File: src/rtl/mips_cpu_bus_checker_tracker.sv
// mips_bus_req_tracker
// Remembers the previous bus request and whether it was stalled, and counts
// consecutive stalled cycles of the current request.
// Ports:
//   clk, reset                 clock / async active-high reset
//   address, read, write,
//   byteenable, writedata,
//   waitrequest                observed bus signals
//   changed_under_wait         request differs from the one stalled last cycle
//   wait_exceeded              this stalled cycle is number MAX_WAIT+1 (MAX_WAIT>0)
module mips_bus_req_tracker #(
    parameter int unsigned MAX_WAIT = 0
) (
    input  logic        clk,
    input  logic        reset,
    input  logic [31:0] address,
    input  logic        read,
    input  logic        write,
    input  logic [3:0]  byteenable,
    input  logic [31:0] writedata,
    input  logic        waitrequest,
    output logic        changed_under_wait,
    output logic        wait_exceeded
);

    localparam logic [31:0] WAIT_LIMIT = MAX_WAIT;

    logic        req_s;
    logic        stall_s;
    logic [31:0] prev_address_q, prev_address_d;
    logic        prev_read_q, prev_read_d;
    logic        prev_write_q, prev_write_d;
    logic [3:0]  prev_byteenable_q, prev_byteenable_d;
    logic [31:0] prev_writedata_q, prev_writedata_d;
    logic        prev_stall_q, prev_stall_d;
    logic [31:0] stall_cnt_q, stall_cnt_d;

    assign req_s   = read | write;
    assign stall_s = req_s & waitrequest;

    // Next-state for the request snapshot and the stall run length.
    always_comb begin
        prev_address_d    = address;
        prev_read_d       = read;
        prev_write_d      = write;
        prev_byteenable_d = byteenable;
        prev_writedata_d  = writedata;
        prev_stall_d      = stall_s;
        if (stall_s) begin
            stall_cnt_d = (&stall_cnt_q) ? stall_cnt_q : stall_cnt_q + 32'd1;
        end else begin
            stall_cnt_d = 32'd0;
        end
    end

    // Snapshot and counter registers.
    always_ff @(posedge clk or posedge reset) begin
        if (reset) begin
            prev_address_q    <= 32'd0;
            prev_read_q       <= 1'b0;
            prev_write_q      <= 1'b0;
            prev_byteenable_q <= 4'd0;
            prev_writedata_q  <= 32'd0;
            prev_stall_q      <= 1'b0;
            stall_cnt_q       <= 32'd0;
        end else begin
            prev_address_q    <= prev_address_d;
            prev_read_q       <= prev_read_d;
            prev_write_q      <= prev_write_d;
            prev_byteenable_q <= prev_byteenable_d;
            prev_writedata_q  <= prev_writedata_d;
            prev_stall_q      <= prev_stall_d;
            stall_cnt_q       <= stall_cnt_d;
        end
    end

    // A stalled request must be re-presented unchanged; write data only
    // matters when the held request is a write. stall_cnt_q holds the stalls
    // already seen, so this cycle is stall number stall_cnt_q+1.
    always_comb begin
        changed_under_wait = prev_stall_q &&
            ((address != prev_address_q) || (read != prev_read_q) ||
             (write != prev_write_q) || (byteenable != prev_byteenable_q) ||
             (prev_write_q && (writedata != prev_writedata_q)));
        wait_exceeded = (WAIT_LIMIT != 32'd0) && stall_s && (stall_cnt_q >= WAIT_LIMIT);
    end

endmodule

File: config.mk
export PLATFORM = sky130hd
export DESIGN_NAME = mips_bus_req_tracker
export DESIGN_NICKNAME = d
export VERILOG_FILES = /design/src/rtl/mips_cpu_bus_checker_tracker.sv
export SDC_FILE = /design/constraint.sdc
export NUM_CORES = 1
export LEC_CHECK = 0
export ABC_AREA = 1
export CAP_MARGIN = 20
export CORE_MARGIN = 1.5
export CORE_UTILIZATION = 44
export CTS_BUF_LIST = sky130_fd_sc_hd__clkbuf_2
export DETAILED_ROUTE_END_ITERATION = 12
export GPL_TIMING_DRIVEN = 0
export PLACE_DENSITY = 0.81
export SETUP_SLACK_MARGIN = 0.05
export SLEW_MARGIN = 20
export SYNTH_ARGS = -nofsm -noshare
export SYNTH_HDL_FRONTEND = slang
export SYNTH_SLANG_ARGS = --single-unit
File: constraint.sdc
create_clock -name clk -period 6 [get_ports clk]
set_input_delay 1.5 -clock clk [delete_from_list [all_inputs] [get_ports clk]]
set_output_delay 1.5 -clock clk [all_outputs]
set_load 0.005 [all_outputs]
# Word level (Yosys, flattened, before mapping)
# Index checks and enable logic that the tools add are counted.
dict set report classes {
  n_addsub 0
  multipliers 0
  n_div 0
  n_lt_le_gt_ge 0
  eq_ne 5
  n_shift 0
  n_mux 0
  n_bitwise 2
  reduce_logical 6
}
# op count
set ops {}
lappend ops {{$ne A32 B32 Y1} 2}
lappend ops {{$logic_or A1 B1 Y1} 4}
lappend ops {{$ne A4 B4 Y1} 1}
lappend ops {{$logic_and A1 B1 Y1} 2}
lappend ops {{$ne A1 B1 Y1} 2}
lappend ops {{$and A1 B1 Y1} 1}
lappend ops {{$or A1 B1 Y1} 1}
dict set report word_totals {
  reg_bits 71
  latchBits 0
  ram_bits 0
  rom_bits 0
  inputBits 73
  output_inout_bits 2
  elab_cells 19
  n_memories 0
}

# Depth between registers and ports, before layout
# Gate-level depths: netlist of run 1.
dict set report depth {
  word_depth 6
  depth_mapped 10
  ltp_nobuf 10
}

# Least setup slack after synthesis of run 1
# No wires, ideal clock.
dict set report synth_path {
  path_kind {in2out}
  from {input address[29]}
  to {output changed_under_wait}
  arrival_ps 2062
  t_required_ps 4500
  setup_slack_ps 2438
  stages 7
  path_buffers 0
  cell_sequence {xor2_1 -> nor2_1 -> nand2_1 -> nor2_1 -> nand2_1 -> nor2_1 -> a21oi_1}
}
dict set report synth_between {
  elab_chain_len 6
}
# element line
set synth_rtl {}
lappend synth_rtl {{from (decl)} 16} ;# input logic [31:0] address,
lappend synth_rtl {{$ne A32 B32 Y1} 82} ;# ((address != prev_address_q) || (read != prev_read_q) ||
lappend synth_rtl {{$logic_or A1 B1 Y1 (2 in series)} 82}
lappend synth_rtl {{$logic_or A1 B1 Y1 (2 in series)} 83} ;# (write != prev_write_q) || (byteenable != prev_byteenable_q) ||
lappend synth_rtl {{$logic_and A1 B1 Y1} 81} ;# changed_under_wait = prev_stall_q &&
lappend synth_rtl {{to (decl)} 22} ;# output logic changed_under_wait,
# Every way passes these cells.

# Worst setup path in the final report of run 1
dict set report layout_path {
  from {input address[27]}
  to {output changed_under_wait}
}
# The elaborated chain is that of the path after synthesis.

==> key figures, run 1 <==
Drt
  – Vias/cell: approximately 4.3
  – Antenna Nets Post-Route: 0
  – Routed length per instance: 10.6 um
  – Routed Wire Length: around 5300 um
  – Via count: between 2,000 and 2,500
  – Initial drt markers: 49
  – DRC violations left: 4
  – Pre-antenna DRT Iters: 8

Finish
  – Layout cells sized above 1: 4.78%
  – # fillers: 550
  – Final instance area: between 0.003 and 0.004 mm^2
  – Post-Layout Cell Count: 495
  – P&R area growth vs syn: 33.0%
  – # nets final: 486
  – # diodes: 0
  – Final core occ: between 60 and 70%

STA
  – Final hold vios: 0
  – Post-layout minimum cycle time: ~4.7 ns
  – Setup TNS: 0 ns
  – Final setup vio count: 0
  – Worst hold slack: 1.35 ns
  – Pins over their slew limit: 0
  – Highest Clock Rate: ~210 MHz
  – Crit share post-route: 78.7%
  – Unrepaired setup endpoints after global routing: no

Power and ir drop
  – Pleak: between 1.5 and 2 nW
  – Worst vdd ir: 0.131 mV
  – P per Cell Area: between 200 and 250 mW/mm^2

Die
  – Die width: ~85 um
  – Site Rows: 29
  – Initial Util: between 40 and 50%
  – Core Footprint: ~0.0064 mm^2
  – Chip height: ~85 um
  – Die ar.: approximately 0.0072 mm^2
  – Top-level I/O count: between 70 and 80

Setup path
  – CP Capture Type: output port
  – Crit path arrival time: ~3.2 ns
  – Crit-path max cell delay: 0.51 ns
  – Crit path required time: between 4 and 5 ns
  – CP startpoint kind: input port
  – Max Fanout on Critical Path: 3
  – Worst path slowest cell: clkdlybuf4s50_1
  – Most used cell, CP: nor2_1
  – CP Cell Sequence: clkdlybuf4s50_1 > nand2_1 > inv_1 > nor2_1 > nor2_1 > nand2_1 > nor2_1 > nand2_1 > nor2_1 > a21oi_1 > clkdlybuf4s50_1
  – Crit Path Class: in -> out

Logic synthesis
  – Syn Nets: ~400
  – Seq/Total Area, Yosys: ~60%
  – Distinct cells, synth: 14
  – Mapped Cells: ~330
  – Yosys warns: 0
  – Avg Inst Size Synth: 9.02 um^2
  – Mapped Area: 0.00296 mm^2
  – #FFs+latches synth: between 70 and 80

Clock network
  – Clk sinks: 71
  – Postcts setup bufs: 0
  – Depth of the CTS H-tree: 3
  – CTS tree: built
  – CTS root buffer: clkbuf_2
  – Cts bufs inserted: 9
  – Cts hold-fix bufs: 0
  – CTS Buffer Depth: 2
  – Clock-pin transition on the worst setup and hold timing paths: ~0.18 ns
  – # resized after CTS: 0

GRT
  – First-pass GRT wire length: between 9000 and 10,000 um
  – Pin count of the biggest net entering global routing: between 40 and 50
  – GRT overflow: 0
  – Vias in the first global route: roughly 2,200
  – Total GRT Usage: roughly 17%
  – Initial antenna violation count: 0

Placement
  – Port bufs: 73
  – Cells after DPL: approximately 480
  – DP Area: between 0.003 and 0.004 mm^2
  – DPL Wire Length: about 4100 um
  – RD Place Congestion: ~0.73

Status
  – Status: finished, violations left
  – Failing checks: DRC

Job
  – MaxCap Viol Count: 0

Min path
  – HP Class: in -> async
power breakdown:
group / internal (mW) / switching [mW]
registers: 0.503 / 0.0117
clock network: 0.139 / 0.154
logic: 0.0747 / 0.0551
critical path, delay by kind of cell:
family	cells	cell delay, ns
AO/OA/AOI/OAI	1	0.07
buffers and inverters	3	1.03
AND/OR/NAND/NOR	7	0.62
synth_stat cells (all sizes together):
cell type	count	area, um^2
nand3	1	5.00
conb	1	3.75
a21oi	1	5.00
inv	57	214
xor2	15	131
o21ai	2	10.0
dfrtp	71	1780
buf	1	7.51
nor2	40	155
xnor2	25	219
o21a	1	7.51
nand2	113	424
placed cells by master, fill, tap and decap left out:
master	n
bufinv_16	2
inv_2	1
nor2_1	38
clkinv_1	2
nand2_1	113
o21ai_1	2
xor2_1	15
buf_12	1
clkdlybuf4s50_1	73
clkbuf_2	11
dfrtp_1	71
o21a_1	1
inv_4	1
xnor2_1	25
nand3_1	1
conb_1	1
inv_1	55
clkinv_2	1
buf_4	1
nor2_2	2
a21oi_1	1
flip-flops by register name, summed over array words and instances (netlist names):
name / flops
prev_byteenable_q: 4
prev_write_q: 1
prev_read_q: 1
prev_writedata_q: 32
prev_address_q: 32
prev_stall_q: 1
cell type report:
class,instances,area [um^2],area share (%)
Sequential cell,71,1780,45.1
Multi-Input combinational cell,199,961,24.4
Timing Repair Buffer,74,751,19.1
Inverter,57,216,5.50
Tap cell,77,96.3,2.45
Clock inverter,5,72.6,1.84
Clock buffer,11,55.1,1.40
Buffer,1,7.51,0.191
per-stage QoR:
stage          worst slack [ns]  power (mW)
2_1_floorplan              2.44       0.582
3_3_place_gp               1.33       0.648
3_5_place_dp               1.29       0.656
4_1_cts                    1.28       0.954
5_1_grt                    1.13       0.990
6_report                   1.28       0.937
per-layer routing:
layer / GRT usage, % / vias up / part of all wire [%]
li1: - / 1117 / -
met1: 19.2 / 953 / 43
met2: 28.4 / 49 / 49
met3: 4.47 / 9 / 5.8
met4: 7.60 / 0 / 1.7
met5: 0 / - / 0
cell families (layout without fill, tap and decap cells):
group           after synthesis  in the layout  synth area share [%]
buf+inv                      58            148                  7.48
other cells                   1              1                 0.127
xor+xnor                     40             40                  11.8
simple gates                154            154                  19.7
flops                        71             71                  60.0
compound gates                4              4                 0.761
final timing paths:
kind                             start             endpoint  slack [ns]  cells past startpoint
max                        address[27]   changed_under_wait        1.28                     11
min                              reset  prev_writedata_q[5]        1.35                      2
max in group asynchronous        reset    prev_address_q[9]        4.10                      3
min in group clk           address[17]   prev_address_q[17]        1.50                      1
Power figures use the tool's default switching activity.
==> inputs of run 2 (changes only) <==
==> constraint.sdc (replaced) <==
create_clock -name clk -period 4.6 [get_ports clk]
set_input_delay 1.15 -clock clk [delete_from_list [all_inputs] [get_ports clk]]
set_output_delay 1.15 -clock clk [all_outputs]
set_load 0.005 [all_outputs]
==> results of run 2 <==
Same layout as run 1 (identical final DEF). Status: finished, violations left: DRC.
Among the figures that moved: setup slack after placement 1.29 ns -> 0.590 ns; setup slack after layout 1.28 ns -> 0.576 ns; hold slack 1.35 ns -> 1.00 ns; total power 0.937 mW -> 1.22 mW; worst IR drop on VDD 0.131 mV -> 0.170 mV
==> inputs of run 3 (changes only) <==
--- a/config.mk
+++ b/config.mk
@@ -8,11 +8,11 @@
 export ABC_AREA = 1
 export CAP_MARGIN = 20
 export CORE_MARGIN = 1.5
-export CORE_UTILIZATION = 44
+export CORE_UTILIZATION = 23
 export CTS_BUF_LIST = sky130_fd_sc_hd__clkbuf_2
 export DETAILED_ROUTE_END_ITERATION = 12
 export GPL_TIMING_DRIVEN = 0
-export PLACE_DENSITY = 0.81
+export PLACE_DENSITY = 0.52
 export SETUP_SLACK_MARGIN = 0.05
 export SLEW_MARGIN = 20
 export SYNTH_ARGS = -nofsm -noshare
==> run 3 against run 2 <==
- the run now ends clean
- hold slack got worse by 0.081 ns
- non-clock buffer count unchanged
- largest cell class unchanged
- critical endpoint unchanged
- final cell count up 19%
- critical path depth unchanged
- largest power group unchanged
- combinational power hardly changed
- maximum frequency shrank 0.85%
==> key figures, run 3 (synthesis gave the netlist of run 1 again) <==
Clock network
  – CTS tree: built
  – Cts bufs inserted: 9
  – Cts hold-fix bufs: 0
  – Depth of the CTS H-tree: 3
  – Clk sinks: 71
  – CTS root buffer: clkbuf_2
  – # resized after CTS: 0
  – Postcts setup bufs: 0
  – CTS Buffer Depth: 2
  – Clock-pin transition on the worst setup and hold timing paths: between 0.15 and 0.2 ns

Die
  – Core Footprint: approximately 0.013 mm^2
  – Top-level I/O count: 75
  – Chip height: 116 um
  – Initial Util: a little under a quarter
  – Die ar.: between 0.01 and 0.015 mm^2
  – Site Rows: 41
  – Die width: ~120 um

Drt
  – Antenna Nets Post-Route: 0
  – Pre-antenna DRT Iters: 4
  – Vias/cell: around 3.5
  – Routed Wire Length: ~5500 um
  – Via count: approximately 2,100
  – DRC violations left: 0
  – Initial drt markers: 73
  – Routed length per instance: ~9.4 um

Finish
  – P&R area growth vs syn: 37.1%
  – Layout cells sized above 1: between 4 and 5%
  – # nets final: ~490
  – Most frequent cells in the layout: nand2_1, clkdlybuf4s50_1, dfrtp_1
  – Commonest non-fill, non-tap cell in the layout: nand2_1
  – Final instance area: around 0.004 mm^2
  – Largest regs: prev_address_q: 32 flops, prev_writedata_q: 32 flops, prev_byteenable_q: 4 flops
  – # fillers: approximately 1,300

Setup path
  – CP startpoint kind: input port
  – Max Fanout on Critical Path: 4
  – Crit Path Class: in -> out
  – Crit path arrival time: 2.91 ns
  – CP Capture Type: output port
  – Crit path required time: around 3.5 ns
  – Worst Setup EP: changed_under_wait
  – Critical path origin: read

GRT
  – Total GRT Usage: a little under a tenth
  – Initial antenna violation count: 0
  – First-pass GRT wire length: around 9200 um
  – Vias in the first global route: between 2,000 and 2,500
  – Pin count of the biggest net entering global routing: 42
  – GRT overflow: 0

Placement
  – DPL Wire Length: approximately 4300 um
  – RD Place Congestion: 0.702
  – Port bufs: between 70 and 80
  – DP Area: between 0.003 and 0.004 mm^2

STA
  – Final hold vios: 0
  – Highest Clock Rate: 246 MHz
  – Final setup vio count: 0
  – Setup TNS: 0 ns
  – Pins over their slew limit: 0
  – Unrepaired setup endpoints after global routing: no
  – Crit share post-route: about nine tenths
  – Post-layout minimum cycle time: 4.06 ns

Power and ir drop
  – Pleak: 1.98 nW
  – P per Cell Area: around 300 mW/mm^2
  – Worst vdd ir: approximately 0.15 mV

Job
  – MaxCap Viol Count: 0

Status
  – Status: finished clean

Min path
  – HP Class: in -> async
run 3: per-layer routing:
metal / up-vias / part of all wire, % / global-route usage (%)
met5: - / 0 / 0
met4: 0 / 2.3 / 5.12
met3: 7 / 7.2 / 4.72
met2: 52 / 46 / 14.3
met1: 887 / 44 / 10.3
li1: 1120 / - / -
run 3: critical path, stage by stage:
cell,delay [ns]
clkdlybuf4s50_1,0.54
inv_1,0.05
nand2_1,0.05
nand2_1,0.04
nor2_1,0.11
nand2_1,0.06
nor2_1,0.12
nand3_1,0.14
nor2_1,0.11
a21oi_1,0.07
clkdlybuf4s50_1,0.47
run 3: layout make-up:
class / count / area [um^2] / share of cell area [%]
sequential: 71 / 1780 / 43.8
buffer: 1 / 7.51 / 0.185
antenna: 1 / 2.50 / 0.0617
clock inverter: 4 / 71.3 / 1.76
inverter: 57 / 216 / 5.34
timing repair buffer: 74 / 751 / 18.5
clock buffer: 11 / 55.1 / 1.36
multi-input combinational: 199 / 961 / 23.7
tap: 172 / 215 / 5.31
run 3: worst min path at each step:
| stage | start | cells past startpoint | slack [ns] | endpoint |
|---|---|---|---|---|
| after floorplan | address[0] | 0 | 1.18 | prev_address_q[0] |
| after global placement | writedata[1] | 1 | 1.65 | prev_writedata_q[1] |
| after detailed placement | reset | 2 | 1.53 | prev_address_q[21] |
| after CTS | reset | 2 | 0.84 | prev_writedata_q[19] |
| after global routing | reset | 2 | 0.85 | prev_writedata_q[8] |
| final | reset | 2 | 0.92 | prev_writedata_q[25] |
run 3: stage by stage:
stage | hold WS [ns] | util (%) | total power [mW] | worst slack, ns | cells
floorplan | 1.18 | - | 0.759 | 1.65 | 328
finish | 0.923 | 32.3 | 1.24 | 0.542 | 590
global route | 0.853 | 32.3 | 1.32 | 0.381 | 589
global placement | 1.65 | 31.1 | 0.849 | 0.355 | 573
detailed placement | 1.53 | 31.2 | 0.857 | 0.508 | 574
CTS | 0.841 | 32.3 | 1.27 | 0.508 | 589
run 3: power by group:
group	leakage (nW)	switching (mW)	internal [mW]
registers	0.828	0.0142	0.656
clock network	0.0757	0.216	0.180
logic	1.07	0.0726	0.0975
total	1.98	0.303	0.933
